## config.mk

```make
export PLATFORM = sky130hd
export DESIGN_NAME = dual_port_ram_pipe
export DESIGN_NICKNAME = d
export VERILOG_FILES = /design/src/rtl/dual_port_ram_pipe.sv
export SDC_FILE = /design/constraint.sdc
export NUM_CORES = 1
export LEC_CHECK = 0
export ABC_CLOCK_PERIOD_IN_PS = 2750
export CORE_UTILIZATION = 45
export CTS_BUF_LIST = sky130_fd_sc_hd__clkbuf_8
export CTS_CLUSTER_DIAMETER = 150
export DETAILED_ROUTE_END_ITERATION = 8
export SLEW_MARGIN = 25
export SYNTH_ARGS = -nofsm -noshare
export SYNTH_HDL_FRONTEND = slang
export SYNTH_SLANG_ARGS = --single-unit
```

## constraint.sdc

```tcl
create_clock -name clk -period 2.75 [get_ports clk]
set_input_delay 0.6875 -clock clk [delete_from_list [all_inputs] [get_ports clk]]
set_output_delay 0.6875 -clock clk [all_outputs]
set_load 0.05 [all_outputs]
```

## src/rtl/dual_port_ram_pipe.sv

```systemverilog
// dual_port_ram_pipe: single-clock simple dual-port RAM (one write port, one read port)
// with per-byte write enables, selectable read latency (1 or 2), defined
// read-during-write collision behaviour and an optional post-reset zeroing sweep.
//
// Ports
//   clk        in   1        clock, all logic on posedge
//   rst_n      in   1        asynchronous active-low reset
//   wr_en      in   1        write request
//   wr_addr    in   ADDR_W   write address
//   wr_be      in   NBE      byte-lane write enables (lane i = d_in[i*BYTE_W +: BYTE_W])
//   d_in       in   DATA_W   write data
//   rd_en      in   1        read request
//   rd_addr    in   ADDR_W   read address
//   d_out      out  DATA_W   registered read data, holds while rd_valid=0
//   rd_valid   out  1        one-cycle pulse per completed read
//   init_busy  out  1        zeroing sweep in progress, requests ignored
//   req_drop   out  1        one-cycle pulse after a request ignored during the sweep
module dual_port_ram_pipe #(
    parameter int unsigned DATA_W         = 32,
    parameter int unsigned BYTE_W         = 8,
    parameter int unsigned ADDR_W         = 5,
    parameter int unsigned RD_LATENCY     = 1,
    parameter int unsigned WR_FIRST       = 1,
    parameter int unsigned CLEAR_ON_RESET = 1
) (
    input  logic                       clk,
    input  logic                       rst_n,
    input  logic                       wr_en,
    input  logic [ADDR_W-1:0]          wr_addr,
    input  logic [DATA_W/BYTE_W-1:0]   wr_be,
    input  logic [DATA_W-1:0]          d_in,
    input  logic                       rd_en,
    input  logic [ADDR_W-1:0]          rd_addr,
    output logic [DATA_W-1:0]          d_out,
    output logic                       rd_valid,
    output logic                       init_busy,
    output logic                       req_drop
);

    localparam int unsigned NBE   = DATA_W / BYTE_W;
    localparam int unsigned DEPTH = 2 ** ADDR_W;

    // Elaboration-time parameter legality.
    generate
        if (RD_LATENCY != 1 && RD_LATENCY != 2) begin : g_bad_latency
            $error("dual_port_ram_pipe: RD_LATENCY must be 1 or 2");
        end
        if (BYTE_W == 0 || (DATA_W % BYTE_W) != 0) begin : g_bad_width
            $error("dual_port_ram_pipe: DATA_W must be a non-zero multiple of BYTE_W");
        end
    endgenerate

    typedef enum logic [0:0] {
        ST_INIT = 1'b0,
        ST_RUN  = 1'b1
    } state_t;

    state_t              state_q;
    state_t              state_d;
    logic [ADDR_W-1:0]   clr_addr_q;
    logic [ADDR_W-1:0]   clr_addr_d;
    logic                clr_we_c;
    logic                run_c;
    logic                wr_go_c;
    logic                rd_go_c;

    logic [DATA_W-1:0]   mem [DEPTH];
    logic [DATA_W-1:0]   rd_word_c;

    logic                s1_valid;
    logic [DATA_W-1:0]   s1_data;

    // State, sweep counter and status outputs.
    always_ff @(posedge clk or negedge rst_n) begin
        if (!rst_n) begin
            state_q    <= (CLEAR_ON_RESET != 0) ? ST_INIT : ST_RUN;
            clr_addr_q <= '0;
            init_busy  <= (CLEAR_ON_RESET != 0);
            req_drop   <= 1'b0;
        end else begin
            state_q    <= state_d;
            clr_addr_q <= clr_addr_d;
            init_busy  <= (state_d == ST_INIT);
            req_drop   <= !run_c && (wr_en || rd_en);
        end
    end

    // Next-state: sweep one word per cycle, leave INIT after the last word.
    always_comb begin
        state_d    = state_q;
        clr_addr_d = clr_addr_q;
        clr_we_c   = 1'b0;
        run_c      = 1'b0;
        unique case (state_q)
            ST_INIT: begin
                clr_we_c   = 1'b1;
                clr_addr_d = clr_addr_q + ADDR_W'(1);
                if (clr_addr_q == ADDR_W'(DEPTH - 1)) begin
                    state_d = ST_RUN;
                end
            end
            ST_RUN: begin
                run_c = 1'b1;
            end
            default: begin
                state_d = ST_INIT;
            end
        endcase
    end

    assign wr_go_c = wr_en && run_c;
    assign rd_go_c = rd_en && run_c;

    // Storage: sweep has priority; user writes are masked per byte lane.
    always_ff @(posedge clk) begin
        if (clr_we_c) begin
            mem[clr_addr_q] <= '0;
        end else if (wr_go_c) begin
            for (int i = 0; i < int'(NBE); i++) begin
                if (wr_be[i]) begin
                    mem[wr_addr][i*BYTE_W +: BYTE_W] <= d_in[i*BYTE_W +: BYTE_W];
                end
            end
        end
    end

    // Read word with same-address forwarding of written lanes (write-first mode only).
    always_comb begin
        rd_word_c = mem[rd_addr];
        if (WR_FIRST != 0 && wr_go_c && (wr_addr == rd_addr)) begin
            for (int i = 0; i < int'(NBE); i++) begin
                if (wr_be[i]) begin
                    rd_word_c[i*BYTE_W +: BYTE_W] = d_in[i*BYTE_W +: BYTE_W];
                end
            end
        end
    end

    // First read stage; data only loads on a read so it holds between reads.
    always_ff @(posedge clk or negedge rst_n) begin
        if (!rst_n) begin
            s1_valid <= 1'b0;
            s1_data  <= '0;
        end else begin
            s1_valid <= rd_go_c;
            if (rd_go_c) begin
                s1_data <= rd_word_c;
            end
        end
    end

    // Optional second read stage; not forwarded, so later writes cannot disturb it.
    generate
        if (RD_LATENCY == 2) begin : g_lat2
            logic                s2_valid;
            logic [DATA_W-1:0]   s2_data;

            always_ff @(posedge clk or negedge rst_n) begin
                if (!rst_n) begin
                    s2_valid <= 1'b0;
                    s2_data  <= '0;
                end else begin
                    s2_valid <= s1_valid;
                    if (s1_valid) begin
                        s2_data <= s1_data;
                    end
                end
            end

            assign rd_valid = s2_valid;
            assign d_out    = s2_data;
        end else begin : g_lat1
            assign rd_valid = s1_valid;
            assign d_out    = s1_data;
        end
    endgenerate

endmodule

```

; ---- After elaboration in Yosys (flattened, before gate mapping)
; Memory sizes are Yosys's and may differ from the RTL's.
; Cells that the tools add are included.
[word_totals]
ff_bits = 41
ram_bits = 1024
in_bits = 50
output_inout_bits = 35
elab_cells = 46
mem_count = 1
[mem_list]
columns = memory, words, word_bits, read_ports, rd_ports_with_merged_regs, wr, line_no
row1 = mem, 32, 32, 1, 0, 1, 67  ; logic [DATA_W-1:0] mem [DEPTH];
[op_classes]
n_addsub = 1
n_eq_ne = 2
mux = 28
n_bitwise = 1
reduce_logical = 7
[op_table]
columns = op, count
row1 = 32-bit 2-to-1 mux, 2
row2 = 8-bit 2-to-1 mux, 4
row3 = 32-bit OR reduction, 1
row4 = 1-bit 2-to-1 mux, 20
row5 = 5-bit by 1-bit adder with 5-bit output (second input constant), 1
row6 = 5-bit equality test, 1
row7 = 5-bit equality test (second input constant), 1
row8 = 5-bit 2-to-1 mux, 1
row9 = 1-bit logical AND, 4
row10 = 4-bit 2-to-1 mux, 1
row11 = 1-bit logical NOT, 1
row12 = 1-bit logical OR, 1
row13 = 1-bit inverter, 1

; ---- Logic depth before layout (Yosys ltp)
; Gate-level depths: netlist (run 1).
[depth]
depth_word = 7
depth_mapped = 8
mapped_depth_nobuf = 5

; ---- Worst setup path before layout (run 1)
; No wires, ideal clock.
[synth_path]
path_kind = input-to-reg
from = input port wr_be[3]
to = memory mem[0][16], enable pin
setup_time_ns = 0.383
t_arrival_ns = 2.322
required_ns = 2.367
setup_slack_ns = 0.045
stages = 7
n_path_buf = 2
path_cell_list = nor4_1 > nor2_2 > buf_6 > nor4_1 > a31oi_2 > buf_4 > nor3_1
[synth_via]
elab_chain_cells = 6
word_cells_on_any_way = 7
cone_classes = 6 x mux / 1 x reduce/logical
[synth_lines]
columns = item, line_no
row1 = "start, declared", 30  ; input logic [DATA_W/BYTE_W-1:0] wr_be,
row2 = 1-bit 2-to-1 mux (*), 120  ; if (wr_be[i]) begin
row3 = 1-bit 2-to-1 mux (*), 118  ; end else if (wr_go_c) begin
row4 = 1-bit 2-to-1 mux (*), 116  ; if (clr_we_c) begin
row5 = 1-bit 2-to-1 mux (implied by the code) (*), 121  ; mem[wr_addr][i*BYTE_W +: BYTE_W] <= d_in[i*BYTE_W +: BYTE_W];
row6 = 32-bit OR reduction (no source line) (*), -
row7 = 5-bit 2-to-1 mux (no source line) or 4-bit 2-to-1 mux (tied branches), -
row8 = "end, declared", 67
; Mark *: on every way between the ends. The rest lies on a longest branch, timed or not.

; ---- Final worst setup path (run 1)
[layout_path]
from = register s1_data[25], in the netlist d_out[25]
to = output port d_out[25]
[layout_lines]
columns = item, line_no
row1 = "start, declared", 71  ; logic [DATA_W-1:0] s1_data;
row2 = "start signal, assigned", 147  ; s1_data <= rd_word_c;
row3 = "end, declared", 34  ; output logic [DATA_W-1:0] d_out,
; No word-level cell between the ends.

==> results of run 1 <==
## state kept, by name, indices dropped and copies added, names as in the netlist
| name | count |
|---|---|
| req_drop | 1 |
| d_out | 32 |
| mem | 1024 |
| rd_valid | 1 |
| state_q | 1 |
| clr_addr_q | 5 |
| init_busy | 1 |
## timing repair
item,4_1_cts,5_1_grt
hold endpoints to repair,40,0
pin swaps,0,0
resized for setup,21,1
hold buffers,1,0
setup endpoints to repair,21,1
## logic make-up (layout without fill, tap and decap cells)
kind of cell	Yosys count	after routing	synth area share (%)
compound gates	331	331	5.59
xor+xnor	8	8	0.178
fa+ha+maj	2	2	0.0575
buf+inv	185	699	2.62
flops	1065	1065	73.0
mux	514	514	11.8
other cells	0	2	0
simple gates	512	512	6.71
## worst min path at each step
stage,start,end,slack [ns]
finish,rst_n,d_out[26]$_DFFE_PN0P_,0.41
CTS,rst_n,d_out[19]$_DFFE_PN0P_,0.38
global route,rst_n,d_out[3]$_DFFE_PN0P_,0.41
floorplan,rst_n,clr_addr_q[0]$_DFFE_PN0N_,0.39
global placement,d_out[11]$_DFFE_PN0P_,d_out[11]$_DFFE_PN0P_,0.49
detailed placement,d_out[1]$_DFFE_PN0P_,d_out[1]$_DFFE_PN0P_,0.50
## stage by stage
step | total power (W) | TNS [ns] | hold slack (ns) | area [um^2]
CTS | 0.0329 | 0 | 0.376 | 51400
global route | 0.0337 | 0 | 0.405 | 51400
detailed placement | 0.0210 | -600.89 | 0.499 | 48400
floorplan | 0.0197 | 0 | 0.392 | 43500
finish | 0.0327 | 0 | 0.408 | 51400
global placement | 0.0209 | -686.85 | 0.494 | 48400
## metal layers
layer / vias to the layer above / wire length (um) / share of wire [%]
li1: 11100 / - / -
met1: 12600 / 48500 / 43
met2: 997 / 53300 / 47
met3: 178 / 8310 / 7.4
met4: 0 / 2900 / 2.6
met5: - / 0 / 0
## power groups by stage
stage / Clock [W] / Sequential, W / Combinational (W)
finish: 0.0121 / 0.0179 / 0.00267
global route: 0.0130 / 0.0179 / 0.00279
CTS: 0.0124 / 0.0179 / 0.00268
detailed placement: 0 / 0.0183 / 0.00270
global placement: 0 / 0.0183 / 0.00266
floorplan: 0 / 0.0185 / 0.00124
## area by class of cell
| class | count | share of cell area, % |
|---|---|---|
| Antenna cell | 2 | 0.00974 |
| Clock buffer | 164 | 4.39 |
| Clock inverter | 131 | 1.38 |
| Inverter | 4 | 0.0292 |
| Multi-Input combinational cell | 1367 | 20.9 |
| Sequential cell | 1065 | 61.8 |
| Tap cell | 1265 | 3.08 |
| Timing Repair Buffer | 400 | 8.40 |
## cells in the final DEF (no fill, tap or decap), types with 4 or more instances in the layout
cell	netlist	routed
dlygate4sd2_1	0	21
bufinv_16	0	4
nor3_2	51	51
clkinv_1	1	49
clkdlybuf4s50_1	0	60
a31oi_4	1	4
nand2b_4	4	4
a21oi_1	118	118
buf_12	4	90
and3_1	5	5
mux2i_1	512	512
edfxtp_1	1024	1024
o22ai_2	22	22
dfrtp_1	40	40
buf_4	52	225
inv_1	3	43
and2_1	33	32
a21boi_4	0	4
o211ai_2	9	9
nor2_1	34	32
nand2b_1	5	4
clkinv_2	0	22
nand3_1	138	138
clkbuf_8	0	164
xor2_1	5	5
inv_6	0	9
nor3_1	82	82
and4_1	32	32
a22oi_1	160	160
a31oi_2	9	7
nand2_1	111	110
## worst min-delay path, stage by stage
cell	delay, ns
dlygate4sd3_1	0.52
buf_2	0.12
buf_12	0.24
==> results by group, run 1 <==
Yosys
  • Mapped Nets: 2669
  • Synth cell types: 48
  • Post-synth EDFFs: 1024
  • Seq cells post-synth: 1065
  • Synth top area share: 70.7%
  • Area leader, netlist: edfxtp_1
  • Mean Syn Cell Area: 16.6 um^2
  • Area of the mapped netlist: 0.0435 mm^2
  • Ys Warns: 0
  • Post-synth top cells: 1024 x edfxtp_1, 512 x mux2i_1, 160 x a22oi_1, 138 x nand3_1, 118 x a21oi_1
  • Synth async-reset ratio: 3.85%
  • Largest cells by area after synthesis: edfxtp_1 71%, mux2i_1 12%, a22oi_1 2.8%
  • Cells after synthesis: 2617
  • Most numerous cell in the Yosys netlist: edfxtp_1
  • Post-synthesis sequential area ratio: 73.0%
  • Synth Flop Type: edfxtp_1

Power and ir drop
  • Clock power share: 37.0%
  • Pwr dens: 636 mW/mm^2
  • Psw: 0.00790 W
  • Combinational share of power: 8.2%
  • Peak VDD IR: 0.536 mV
  • Seq pwr share: 54.8%
  • Switching Fraction: 24.2%
  • Leakage: 19.7 nW
  • Int Pwr: 0.0248 W

Clocking
  • Clk sink count: 1065
  • H-tree depth: 4
  • Setup fix buffers added after clock tree synthesis: 0
  • Clk buf depth: 3
  • Root buffer selected by CTS: clkbuf_8
  • Clk slew on worst S/H paths: 0.06 ns
  • Skew-Pair Late Insertion Delay: 0.82 ns
  • CTS tree: done
  • Total clock buffers created by CTS: 164

Timing
  • Final worst slack: 0.0850 ns
  • Worst slew pin tran: 1.06 ns
  • Clock skew: 0.0352 ns
  • Final Cycle Share: 96.9%
  • Peak Freq: 375 MHz
  • Max Slew Vio Count: 0
  • Fin. Hold Viols: 0
  • Final setup viols: 0
  • Slew HR: 29.2%
  • Final Critical Period: 2.67 ns
  • RSZ-0062 raised after global routing: false

Worst setup path
  • CP max-delay cell: clkdlybuf4s50_1
  • Critical path buffers and inverters: 1
  • RR Startpoint: state_q$_DFF_PN0_
  • CP max stage delay: 0.81 ns
  • Crit-path leading delay family: buffers and inverters
  • CP Launch Type: register
  • R2R setup slack: 0.39 ns
  • Reg2Reg Depth: 8
  • CP Capture Point: d_out[25]
  • Crit path launch: d_out[25]$_DFFE_PN0P_
  • Worst R2R End: mem[8][5]$_DFFE_PP_
  • Crit Path Class: reg2out
  • Critical path endpoint category: primary output
  • Worst Path Required: 2.06 ns
  • Worst endpoint data arrival time: 1.98 ns
  • Critical Path Stages: 1
  • Largest fanout on the critical path: 2
  • Worst path cell trace: clkdlybuf4s50_1

Layout
  • Util after Layout: 53.9%
  • Area growth syn-to-layout: 18.1%
  • Nets@finish: 3054
  • Fin cells: 4398
  • Filler cell count in the final layout: 7568
  • Share of post-route cells with drive strength above 1: 20.8%
  • Register area: 0.0318 mm^2
  • Area of the multi-input gates: 0.0107 mm^2

Placement
  • Gpl congestion: 0.845
  • DP HPWL: 71800 um
  • DP Worst Slack: -0.728 ns
  • Placed Cells: 4100
  • PortBufs: 84

Die
  • Die X: 313 um
  • Row Count: 113
  • I/O pin total: 85
  • Core ar.: 0.0954 mm^2
  • Initial core utilization: 45.6%
  • Die H: 313 um
  • Total Die Area: 0.0979 mm^2

Global routing
  • Global-route wire length before repair: 165000 um
  • GR peak layer: met2
  • Grt total ovfl: 0
  • Total GRT Usage: 23.0%
  • Initial antenna violation count: 4
  • Number of global-route vias before repair: 24900
  • Met3 Use GR: 4.27%
  • Largest net degree at the start of global routing: 65
  • Met1 Resource Use GR: 32.2%
  • GR Layer Usage met2: 36.4%

Min path
  • Worst hold path class: in2async

Job
  • Number of max-cap violations: 0

Detailed routing
  • Vias per std cell: 5.65
  • Wire length per cell: 25.7 um
  • Vias: 24900
  • Final ANT Viol Nets: 0
  • Initial DRC count: 2083
  • DRT Pass-1 Iters: 5
  • Drt total wl: 113000 um
  • DRC viols: 0

Outcome
  • Status: finished, final reports clean
No activity file was read; power rests on OpenSTA's default activity.
==> run 2: changes to the inputs <==
--- a/config.mk
+++ b/config.mk
@@ -7,8 +7,8 @@
 export LEC_CHECK = 0
 export ABC_CLOCK_PERIOD_IN_PS = 2750
 export CORE_UTILIZATION = 45
-export CTS_BUF_LIST = sky130_fd_sc_hd__clkbuf_8
-export CTS_CLUSTER_DIAMETER = 150
+export CTS_BUF_LIST = sky130_fd_sc_hd__clkbuf_16
+export CTS_CLUSTER_DIAMETER = 40
 export DETAILED_ROUTE_END_ITERATION = 8
 export SLEW_MARGIN = 25
 export SYNTH_ARGS = -nofsm -noshare
==> run 2 against run 1 <==
Compared with the run above: utilization grew 1.9 points; sequential cell count unchanged; sequential power hardly changed; cell count is 1.1% lower; sequential share of layout area down 2.1 points; count of clock-buffer cells in the layout decreased by 23; maximum frequency fell by 0.50%; clock skew down 0.014 ns; non-clock buffer count stayed put; via count is 0.48% lower; largest power group is now clock; highest routed layer unchanged.
==> results by group, run 2 (synthesis results as in run 1) <==
Placement
  • Placed Cells: 4100 (unchanged)
  • Gpl congestion: 0.845 (unchanged)
  • PortBufs: 84 (unchanged)
  • DP HPWL: 71800 um (unchanged)
  • DP Worst Slack: -0.728 ns (unchanged)

Timing
  • Worst slew pin tran: 1.10 ns (+0.0380 ns)
  • Clock skew: 0.0216 ns (-0.0136 ns)
  • Hold Slack: 0.502 ns (+0.0938 ns)
  • Peak Freq: 373 MHz (-0.50%)
  • Final Critical Period: 2.68 ns (+0.0134 ns)
  • Max Slew Vio Count: 0 (unchanged)
  • Final setup viols: 0 (unchanged)
  • Final worst slack: 0.0716 ns (-0.0134 ns)
  • Slew HR: 26.7% (-2.5 points)
  • RSZ-0062 raised after global routing: false
  • Final Cycle Share: 97.4% (+0.49 points)
  • Fin. Hold Viols: 0 (unchanged)

Layout
  • Area growth syn-to-layout: 22.2%
  • Share of post-route cells with drive strength above 1: 21.7% (+0.84 points)
  • Most flops, register: mem
  • Nets@finish: 3025 (-0.95%)
  • Fin cells: 4349 (-1.1%)
  • Most common cell after layout, fill and taps aside: edfxtp_1
  • Most frequent cells in the layout: 1024 x edfxtp_1, 512 x mux2i_1, 225 x buf_4
  • Number of flip-flops in the largest register: 1024 (unchanged)

Worst setup path
  • Worst Path Required: 2.06 ns (about the same)
  • Worst endpoint data arrival time: 1.99 ns (about the same)
  • Critical Path Stages: 1 (unchanged)
  • Largest fanout on the critical path: 2 (unchanged)
  • Crit-path leading delay family: buffers and inverters
  • Critical path endpoint category: primary output
  • CP Launch Type: register
  • Crit Path Class: reg2out
  • Worst path cell trace: clkdlybuf4s50_1
  • Critical path buffers and inverters: 1 (unchanged)
  • Reg2Reg Depth: 8 (unchanged)
  • R2R setup slack: 0.40 ns (about the same)
  • CP max-delay cell: clkdlybuf4s50_1
  • CP max stage delay: 0.84 ns (+0.03 ns)

Die
  • Initial core utilization: 45.6% (unchanged)
  • Row Count: 113 (unchanged)
  • Core ar.: 0.0954 mm^2 (unchanged)
  • I/O pin total: 85 (unchanged)
  • Total Die Area: 0.0979 mm^2 (unchanged)
  • Die H: 313 um (unchanged)
  • Die X: 313 um (unchanged)

Detailed routing
  • Drt total wl: 113000 um (+0.22%)
  • DRC viols: 0 (unchanged)
  • Wire length per cell: 26.0 um (+1.4%)
  • DRT Pass-1 Iters: 6 (+1)
  • Vias per std cell: 5.69 (+0.64%)
  • Initial DRC count: 2048 (-1.7%)
  • Vias: 24700 (-0.48%)
  • Final ANT Viol Nets: 0 (unchanged)

Global routing
  • Initial antenna violation count: 2 (-2)
  • Largest net degree at the start of global routing: 65 (unchanged)
  • Total GRT Usage: 23.1% (+0.080 points)
  • Global-route wire length before repair: 165000 um (+0.42%)
  • Number of global-route vias before repair: 24800 (-0.57%)
  • Grt total ovfl: 0 (unchanged)

Power and ir drop
  • Pwr dens: 730 mW/mm^2 (+15%)
  • Peak VDD IR: 0.545 mV (+1.6%)
  • Leakage: 20.3 nW (+3.2%)

Clocking
  • Clk buf depth: 3 (unchanged)
  • Clk sink count: 1065 (unchanged)
  • CTS tree: done
  • Total clock buffers created by CTS: 135 (-18%)
  • Root buffer selected by CTS: clkbuf_16
  • H-tree depth: 4 (unchanged)
  • Skew-Pair Late Insertion Delay: 0.73 ns (-0.09 ns)
  • Clk slew on worst S/H paths: 0.06 ns (about the same)
  • Setup fix buffers added after clock tree synthesis: 0 (unchanged)

Job
  • Number of max-cap violations: 0 (unchanged)

Min path
  • Worst hold path class: in2async

Outcome
  • Status: finished, final reports clean
==> run 2: changes by cell type in the layout (fill, tap and decap cells not counted), sizes merged <==
cell           previous run  this run
clkbuf                  164       141
inv                      56        34
bufinv                    4        21
diode                     2         1
clkinv                   72        44
dlygate4sd2              21         3
dlymetal6s2s              1         0
clkinvlp                  3        11
clkdlybuf4s50            60        79
==> run 2: where the power goes <==
group | switching [W] | internal [W] | total (W)
Clock | 0.00685 | 0.0114 | 0.0182
Sequential | 0.0000525 | 0.0179 | 0.0179
Combinational | 0.00174 | 0.000958 | 0.00269
==> run 2: cell type report <==
type,instances,area (um^2)
antenna,1,2.50
inverter,4,15.0
clock inverter,106,1200
fill,7319,42200
tap,1265,1580
clock buffer,141,3530
multi-input combinational,1367,10700
sequential,1065,31800
timing repair buffer,400,4340
==> run 2: repair_timing <==
item                                    4_1_cts  5_1_grt
hold endpoints to repair                     33        0
gates resized for setup                       3        2
hold buffers                                  1        0
endpoints found under the setup margin        3       67
pin swaps                                     0        0
==> run 2: worst paths after layout <==
check	from	to
worst min register to register	d_out[1]$_DFFE_PN0P_	d_out[1]$_DFFE_PN0P_
worst max register to register	state_q$_DFF_PN0_	mem[10][9]$_DFFE_PP_
worst max-delay path	d_out[19]$_DFFE_PN0P_	d_out[19]
worst min-delay path	rst_n	d_out[26]$_DFFE_PN0P_
min in group clk	d_out[1]$_DFFE_PN0P_	d_out[1]$_DFFE_PN0P_
max in group asynchronous	rst_n	init_busy$_DFF_PN1_
==> run 2: per-layer routing <==
metal / share of wire, % / vias up / GRT usage [%]
met5: 0 / - / 0
met4: 2.3 / 0 / 6.98
met3: 6.7 / 179 / 4.35
met2: 48 / 868 / 36.9
met1: 43 / 12600 / 32.2
li1: - / 11100 / -
==> run 2: per-stage QoR <==
stage	utilization, %	total power (W)	cell area (um^2)	setup TNS (ns)
after global routing	55.7	0.0398	53200	0
after CTS	55.7	0.0391	53200	0
after detailed placement	50.8	0.0210	48400	-600.89
final	55.7	0.0389	53200	0
after floorplan	-	0.0197	43500	0
after global placement	50.7	0.0209	48400	-686.85
==> run 3: changes to the inputs <==
--- a/config.mk
+++ b/config.mk
@@ -10,6 +10,7 @@
 export CTS_BUF_LIST = sky130_fd_sc_hd__clkbuf_16
 export CTS_CLUSTER_DIAMETER = 40
 export DETAILED_ROUTE_END_ITERATION = 8
+export PLACE_DENSITY = 0.66
 export SLEW_MARGIN = 25
 export SYNTH_ARGS = -nofsm -noshare
 export SYNTH_HDL_FRONTEND = slang
==> run 3 against run 2 <==
Compared with the run above: utilization shrank 0.66 points; via count grew 0.44%; cell count shrank 0.51%; sequential share of layout area grew 0.71 points; global-route usage shrank 0.82 points; die area is the same; critical path depth is the same; count of clock-buffer cells in the layout shrank 20; sequential power is essentially flat; routed wire length shrank 2.9%; final area shrank 1.2%; hold slack gained 0.0026 ns; critical path type unchanged.
==> results by group, run 3 (synthesis results as in run 1) <==
Timing
  • Final Critical Period: 2.73 ns (+0.0560 ns)
  • Max Slew Vio Count: 0 (unchanged)
  • Slew HR: 46.5% (+20 points)
  • Final Cycle Share: 99.4% (+2.0 points)
  • Final setup viols: 0 (unchanged)
  • Fin. Hold Viols: 0 (unchanged)
  • Peak Freq: 366 MHz (-2.0%)
  • Setup TNS Final: 0 ns (unchanged)
  • RSZ-0062 raised after global routing: false
  • Clock skew: 0.0189 ns (-0.00268 ns)
  • Worst slew pin tran: 0.803 ns (-0.297 ns)

Global routing
  • Largest net degree at the start of global routing: 65 (unchanged)
  • Grt total ovfl: 0 (unchanged)
  • Total GRT Usage: 22.3% (-0.82 points)
  • Number of global-route vias before repair: 25300 (+2.2%)
  • Initial antenna violation count: 3 (+1)
  • Global-route wire length before repair: 162000 um (-1.7%)

Worst setup path
  • Reg2Reg Depth: 7 (-1)
  • CP Capture Point: d_out[30]
  • Worst R2R End: mem[27][13]$_DFFE_PP_
  • R2R setup slack: 0.44 ns (+0.04 ns)
  • RR Startpoint: state_q$_DFF_PN0_
  • Critical path endpoint category: primary output
  • Worst path cell trace: clkdlybuf4s50_1
  • Worst Path Required: 2.06 ns (about the same)
  • CP max stage delay: 0.87 ns (+0.03 ns)
  • Critical path buffers and inverters: 1 (unchanged)
  • Largest fanout on the critical path: 2 (unchanged)
  • CP max-delay cell: clkdlybuf4s50_1
  • Crit Path Class: reg2out
  • CP Launch Type: register
  • Critical Path Stages: 1 (unchanged)
  • Worst endpoint data arrival time: 2.05 ns (+0.06 ns)
  • Crit path launch: d_out[30]$_DFFE_PN0P_
  • Crit-path leading delay family: buffers and inverters

Detailed routing
  • DRC viols: 0 (unchanged)
  • Final ANT Viol Nets: 0 (unchanged)
  • Met3 wire len: 7300 um (-4.4%)
  • Vias: 24900 (+0.44%)
  • DRT Pass-1 Iters: 5 (-1)
  • Routed metal-1 wire length: 46200 um (-5.5%)
  • Initial DRC count: 2157 (+5.3%)
  • Vias per std cell: 5.74 (+0.96%)
  • Drt total wl: 110000 um (-2.9%)
  • Highest metal used: met5
  • Wire length per cell: 25.4 um (-2.4%)
  • Met2 wire len: 53900 um (-0.33%)

Power and ir drop
  • Seq pwr share: 48.5% (+2.4 points)
  • Leakage: 20.0 nW (-1.5%)
  • Combinational share of power: 7.2% (+0.3 points)
  • Peak VDD IR: 0.548 mV (+0.44%)
  • Pwr dens: 704 mW/mm^2 (-3.7%)
  • Clock power share: 44.3% (-2.6 points)
  • Int Pwr: 0.0286 W (-5.2%)
  • Psw: 0.00835 W (-3.4%)
  • Switching Fraction: 22.6% (+0.33 points)

Die
  • I/O pin total: 85 (unchanged)
  • Row Count: 113 (unchanged)
  • Die H: 313 um (unchanged)
  • Initial core utilization: 45.6% (unchanged)
  • Core ar.: 0.0954 mm^2 (unchanged)
  • Total Die Area: 0.0979 mm^2 (unchanged)
  • Die X: 313 um (unchanged)

Clocking
  • Skew-Pair Late Insertion Delay: 0.69 ns (-0.04 ns)
  • H-tree depth: 3 (-1)
  • Setup fix buffers added after clock tree synthesis: 0 (unchanged)
  • Post-CTS sizing: 0 (-3)
  • Clk sink count: 1065 (unchanged)
  • Root buffer selected by CTS: clkbuf_16
  • CTS tree: done
  • Clk slew on worst S/H paths: 0.06 ns (about the same)
  • Clk buf depth: 3 (unchanged)
  • # hold bufs at CTS: 1 (unchanged)
  • Total clock buffers created by CTS: 121 (-10%)

Layout
  • Fin cells: 4327 (-0.51%)
  • Fin area: 0.0526 mm^2 (-1.2%)
  • Nets@finish: 3013 (-0.40%)
  • Number of flip-flops in the largest register: 1024 (unchanged)
  • Most common cell after layout, fill and taps aside: edfxtp_1
  • Share of post-route cells with drive strength above 1: 21.1% (-0.54 points)
  • Inserted Diodes: 0 (-1)
  • Most frequent cells in the layout: 1024 x edfxtp_1, 512 x mux2i_1, 232 x buf_4
  • Area growth syn-to-layout: 20.8%
  • Most flops, register: mem

Placement
  • PortBufs: 84 (unchanged)
  • Placed inst area: 0.0484 mm^2 (about the same)
  • DP HPWL: 71500 um (-0.41%)
  • Gpl congestion: 0.838 (-0.79%)
  • Placed Cells: 4102 (+0.049%)

Job
  • Number of max-cap violations: 0 (unchanged)

Min path
  • Worst hold path class: reg2reg

Outcome
  • Status: finished, final reports clean
## run 3: stage by stage
step	power, W	hold WS, ns	worst slack [ns]	util [%]
finish	0.0370	0.505	0.0156	55.1
global route	0.0380	0.529	0.000596	55.1
global placement	0.0209	0.495	-0.576	50.7
CTS	0.0372	0.514	0.0135	55.1
floorplan	0.0197	0.392	0.0447	-
detailed placement	0.0209	0.500	-0.459	50.7
## run 3: worst min-delay path by stage
stage / from / end / slack [ns] / depth (start not counted)
after floorplan: rst_n / clr_addr_q[0]$_DFFE_PN0N_ / 0.39 / 0
after global placement: d_out[11]$_DFFE_PN0P_ / d_out[11]$_DFFE_PN0P_ / 0.50 / 2
after detailed placement: d_out[5]$_DFFE_PN0P_ / d_out[5]$_DFFE_PN0P_ / 0.50 / 2
after CTS: d_out[5]$_DFFE_PN0P_ / d_out[5]$_DFFE_PN0P_ / 0.51 / 2
after global routing: d_out[5]$_DFFE_PN0P_ / d_out[5]$_DFFE_PN0P_ / 0.53 / 2
final: d_out[5]$_DFFE_PN0P_ / d_out[5]$_DFFE_PN0P_ / 0.50 / 2
## run 3: layout make-up
cell class                      count  area, um^2
Fill cell                        7312       42900
Timing Repair Buffer              402        4290
Clock inverter                    103        1130
Multi-Input combinational cell   1367       10700
Tap cell                         1265        1580
Sequential cell                  1065       31800
Clock buffer                      121        3030
Inverter                            4        15.0
## run 3: per-layer routing
metal	vias up	track usage, %
met5	-	0
met1	12800	30.6
met2	917	36.9
met3	165	3.57
met4	2	6.10
li1	11000	-
## run 3: power groups by stage
| stage | clock, W | sequential [W] | combinational, W |
|---|---|---|---|
| after floorplan | 0 | 0.0185 | 0.00124 |
| after global placement | 0 | 0.0183 | 0.00262 |
| after detailed placement | 0 | 0.0183 | 0.00266 |
| after CTS | 0.0166 | 0.0179 | 0.00267 |
| after global routing | 0.0173 | 0.0179 | 0.00279 |
| final | 0.0164 | 0.0179 | 0.00266 |
